==> config.mk <==
export PLATFORM = sky130hd
export DESIGN_NAME = sm4_cbc_ctrl
export DESIGN_NICKNAME = d
export VERILOG_FILES = /design/src/rtl/sm4_pkg.sv /design/src/rtl/sm4_cbc_ctrl.sv
export SDC_FILE = /design/constraint.sdc
export NUM_CORES = 2
export LEC_CHECK = 0
export BUFFER_PORTS_ARGS = -buffer_cell sky130_fd_sc_hd__buf_2
export CAP_MARGIN = 20
export CORE_AREA = 3 3 355 357
export CTS_CLUSTER_DIAMETER = 200
export DETAILED_ROUTE_END_ITERATION = 12
export DIE_AREA = 0 0 358 360
export PLACE_DENSITY = 0.41
export SYNTH_ARGS = -nofsm -noshare
export SYNTH_HDL_FRONTEND = slang
export SYNTH_SLANG_ARGS = --single-unit
==> constraint.sdc <==
create_clock -name clk -period 4.9 [get_ports clk]
set_clock_uncertainty 0.2 [all_clocks]
set_input_delay 0.98 -clock clk [delete_from_list [all_inputs] [get_ports clk]]
set_output_delay 0.98 -clock clk [all_outputs]
set_load 0.01 [all_outputs]
==> src/rtl/sm4_pkg.sv <==
// Shared types for the SM4 CBC sequencing controller: state encoding,
// 128-bit block type and the default core-done timeout.
package sm4_pkg;

   typedef logic [127:0] blk_t;

   typedef enum logic [2:0] {
      ST_IDLE,
      ST_LOAD,
      ST_ISSUE,
      ST_WAIT,
      ST_OUT,
      ST_ERR
   } state_t;

   localparam int TIMEOUT_DEF = 255;

endpackage

==> src/rtl/sm4_cbc_ctrl.sv <==
// CBC chaining controller around an external SM4 block core: one block in
// flight, core handshake by request pulse and done rising edge, sticky timeout.
//
// state | meaning
// IDLE  | no message; waits for start
// LOAD  | in_ready high, waits for an input block
// ISSUE | core_en pulse, timeout timer loaded
// WAIT  | waits for core_done rising edge or timer terminal count
// OUT   | out_valid high until out_ready
// ERR   | core timed out; waits for start
module sm4_cbc_ctrl
   import sm4_pkg::*;
#(
   parameter int TIMEOUT = TIMEOUT_DEF
) (
   input  logic         clk,
   input  logic         rst,
   input  logic         start,
   input  logic         mode,
   input  logic [127:0] key,
   input  logic [127:0] iv,
   input  logic         in_valid,
   output logic         in_ready,
   input  logic [127:0] in_data,
   input  logic         in_last,
   output logic         out_valid,
   input  logic         out_ready,
   output logic [127:0] out_data,
   output logic         out_last,
   output logic         core_en,
   output logic         core_mode,
   output logic [127:0] core_key,
   output logic [127:0] core_intext,
   input  logic [127:0] core_outtext,
   input  logic         core_done,
   output logic         busy,
   output logic         err
);

   localparam int TW = $clog2(TIMEOUT + 1);

   state_t         state, state_nxt;
   blk_t           chain_q, blk_q;
   logic           last_q, done_q, done_rise, err_q;
   logic [TW-1:0]  tmr_q;

   assign done_rise = core_done & ~done_q;
   assign err       = err_q;

   always_ff @(posedge clk) begin
      if (rst) state <= ST_IDLE;
      else     state <= state_nxt;
   end

   always_comb begin
      state_nxt = state;
      in_ready  = 1'b0;
      out_valid = 1'b0;
      core_en   = 1'b0;
      busy      = (state != ST_IDLE);
      case (state)
         ST_IDLE:  if (start) state_nxt = ST_LOAD;
         ST_LOAD: begin
            in_ready = 1'b1;
            if (in_valid) state_nxt = ST_ISSUE;
         end
         ST_ISSUE: begin
            core_en   = 1'b1;
            state_nxt = ST_WAIT;
         end
         ST_WAIT: begin
            if (done_rise)               state_nxt = ST_OUT;
            else if (tmr_q == TW'(1))    state_nxt = ST_ERR;
         end
         ST_OUT: begin
            out_valid = 1'b1;
            if (out_ready) state_nxt = last_q ? ST_IDLE : ST_LOAD;
         end
         ST_ERR:   if (start) state_nxt = ST_LOAD;
         default:  state_nxt = ST_IDLE;
      endcase
   end

   // Encrypt chains on the ciphertext result; decrypt chains on the captured input.
   always_ff @(posedge clk) begin
      if (rst) begin
         chain_q     <= '0;
         blk_q       <= '0;
         last_q      <= 1'b0;
         done_q      <= 1'b0;
         err_q       <= 1'b0;
         tmr_q       <= '0;
         core_key    <= '0;
         core_mode   <= 1'b0;
         core_intext <= '0;
         out_data    <= '0;
         out_last    <= 1'b0;
      end else begin
         done_q <= core_done;
         case (state)
            ST_IDLE, ST_ERR: begin
               if (start) begin
                  chain_q   <= iv;
                  core_key  <= key;
                  core_mode <= mode;
                  err_q     <= 1'b0;
               end
            end
            ST_LOAD: begin
               if (in_valid) begin
                  blk_q       <= in_data;
                  last_q      <= in_last;
                  core_intext <= core_mode ? (in_data ^ chain_q) : in_data;
               end
            end
            ST_ISSUE: tmr_q <= TW'(TIMEOUT - 1);
            ST_WAIT: begin
               if (done_rise) begin
                  out_data <= core_mode ? core_outtext : (core_outtext ^ chain_q);
                  out_last <= last_q;
                  chain_q  <= core_mode ? core_outtext : blk_q;
               end else if (tmr_q == TW'(1)) begin
                  err_q <= 1'b1;
               end else begin
                  tmr_q <= tmr_q - TW'(1);
               end
            end
            default: ;
         endcase
      end
   end

endmodule

==> results.yml <==
route:
  avgRoutedWirePerCell_um: 19.7
  vias_per_cell: 4.40
  drc: 0
  ant_nets: 0
  vias: 26300
  dr.pass1.iters: 5
  wirelength_um: 118000
  drt-initial-drc-count: 1446
die:
  fp-row-count: 129
  die_w_um: 358
  die-area_mm2: 0.129
  core_area_mm2: 0.123
  die_y_um: 360
  ios: 911
  start_util: 0.230
min_path:
  min_from: "core_key[80]"
  hold_class: "flip-flop to flip-flop"
  hold_path_depth: 2
  holdPathEnd: "core_key[80]"
timing:
  finalHoldViolCount: 0
  finalSetupTns_ns: 0
  max-slew-margin-rel: 0.329
  worst_slew_pin_slew_ns: 1.01
  setup_viol: 0
  period_share: 0.713
  final-max-slew-violation-count: 0
  fin_crit_ns: 3.49
  grt_setup_unrepaired: "no"
  fmax_mhz: 286
  hold_ws_ns: 0.249
cts:
  cts_max_path_buffers: 3
  cts_tree: "done"
  cts_setup_buffers: 0
  holdBufCountCts: 0
  root_buffer: "clkbuf_16"
  cts_resized: 0
  clk_latency_ns: 0.65
  ctsHtreeMaxLevel: 3
  numCtsBuffers: 85
  cts.clk_slew.worst_paths_ns: 0.06
  cts.sinks: 656
final_layout:
  layout_common_cells: "buf_2, nand2_1, dfxtp_1"
  layout_commonest_cell: "buf_2"
  layout.nets: 4759
  syn2layout_area_growth_pct: 32.5
  final_layout_size_suffix_gt1_frac: 0.262
global_route:
  grt_max_degree: 115
  grt_pass1_vias: 25300
  antenna_found_initial: 60
  grt_remaining_overflow: 0
  grtUsageTotal: 0.174
  grt_pass1_wl_um: 170000
worst_setup_path:
  rrSetupSlack_ns: 1.86
  critPathCaptureType: "output pin"
  critPathMaxFanout: 11
  rr_worst_depth: 5
  r2r-start: "state[0]"
  crit_arrival_ns: 2.31
  crit_type: "flip-flop to output pin"
  cp-start-kind: "flip-flop"
  required_ns: 3.72
  regToRegEndpoint: "core_intext[91]"
synth:
  synth_warnings: 0
  synth.avg_cell_area_um2: 8.18
  synth_seq_area_share: 0.463
  synth_edf_count: 0
  synth_cells: 3467
  synth_cell_types: 45
  ys_ff_latch: 656
  synthArstFlopShare: 0
  synthesis.area_mm2: 0.0284
  synth_fp_nets: 3989
  synthFlopType: "dfxtp_1"
place:
  dp_hpwl_um: 84400
  gp_congestion: 0.854
  io_buffers: 910
flow_run:
  cap_violations: 0
power:
  power_density_mw_per_mm2: 529
  ir_worst_vdd_mv: 0.313
  p_leak_uw: 0.0144
run_status:
  status: "finished, final reports clean"
## registers in the layout, summed over array words and instances, names as in the netlist
signal / cells
tmr_q: 8
core_mode: 1
state: 3
out_data: 128
done_q: 1
err: 1
out_last: 1
last_q: 1
blk_q: 128
core_key: 128
core_intext: 128
chain_q: 128
## through the flow
step | std cells | instance area [um2] | utilization | power, uW | worst slack [ns]
after floorplan | 3467 | 28400 | - | 11100 | 2.52
after global placement | 5786 | 34600 | 0.281 | 13700 | 1.96
after detailed placement | 5786 | 34600 | 0.281 | 13700 | 1.86
after CTS | 5933 | 37500 | 0.304 | 20300 | 1.29
after global routing | 5956 | 37600 | 0.305 | 21200 | 1.15
final | 5970 | 37600 | 0.305 | 19900 | 1.41
## worst max-delay path by stage
stage	cells past startpoint	startpoint	to	slack, ns
final	4	state[1]	core_en	1.41
after global routing	4	state[1]	core_en	1.15
after CTS	4	state[1]	core_en	1.29
after detailed placement	5	state[0]	core_intext[94]	1.86
after global placement	6	start	err	1.96
after floorplan	6	core_done	out_data[54]	2.52
## metal layers
metal,wire length [um],global-route usage
met4,3020,0.0631
met1,50700,0.216
met2,54600,0.281
met5,262,0
met3,9030,0.0568
## power breakdown
part | leakage [uW] | internal (uW) | switching [uW]
Combinational | 0.00762 | 2390 | 3860
Clock | 0.00141 | 3860 | 2580
Sequential | 0.00534 | 6460 | 738
Total | 0.0144 | 12700 | 7180
## critical path: stages, from the launching register on
cell and delay [ns]:
dfxtp_1 0.49, nor2b_1 0.36, nand2b_1 0.31, inv_1 0.33, buf_2 0.20
## layout make-up
| type | instances | area, um2 |
|---|---|---|
| fill | 13500 | 85700 |
| clock inverter | 30 | 415 |
| clock buffer | 117 | 2450 |
| multi-input combinational | 2513 | 14100 |
| inverter | 5 | 18.8 |
| sequential | 656 | 13100 |
| antenna | 36 | 90.1 |
| timing repair buffer | 976 | 5360 |
| tap | 1637 | 2050 |
## synthesized netlist by cell type (2+ instances only)
cell / count / area, um2
buf_6: 2 / 22.5
and2b_1: 2 / 15.0
nand2_1: 903 / 3390
o211ai_1: 130 / 976
a311oi_1: 2 / 17.5
mux2i_1: 132 / 1320
nand4_1: 2 / 12.5
or3_1: 2 / 12.5
buf_2: 63 / 315
dfxtp_1: 656 / 13100
buf_4: 3 / 22.5
nor3b_1: 2 / 15.0
o31ai_1: 4 / 30.0
or4_1: 3 / 22.5
nor2b_1: 131 / 820
a21oi_1: 387 / 1940
or3_2: 2 / 15.0
buf_1: 16 / 60.1
ha_1: 2 / 25.0
a31oi_1: 6 / 37.5
inv_1: 5 / 18.8
nor2_1: 265 / 995
o21ai_0: 3 / 15.0
nand2b_1: 3 / 18.8
clkbuf_1: 209 / 785
a211oi_1: 257 / 1930
xor2_1: 129 / 1130
xnor2_1: 129 / 1130
## logic make-up after synthesis
| logic type | count (synthesis) | share of synthesized area |
|---|---|---|
| simple gates | 1324 | 0.190 |
| compound gates | 797 | 0.177 |
| flops | 656 | 0.463 |
| buf+inv | 298 | 0.0431 |
| xor+xnor | 258 | 0.0796 |
| mux | 132 | 0.0466 |
| fa+ha+maj | 2 | 0.000882 |
Power figures use the tool's default switching activity.
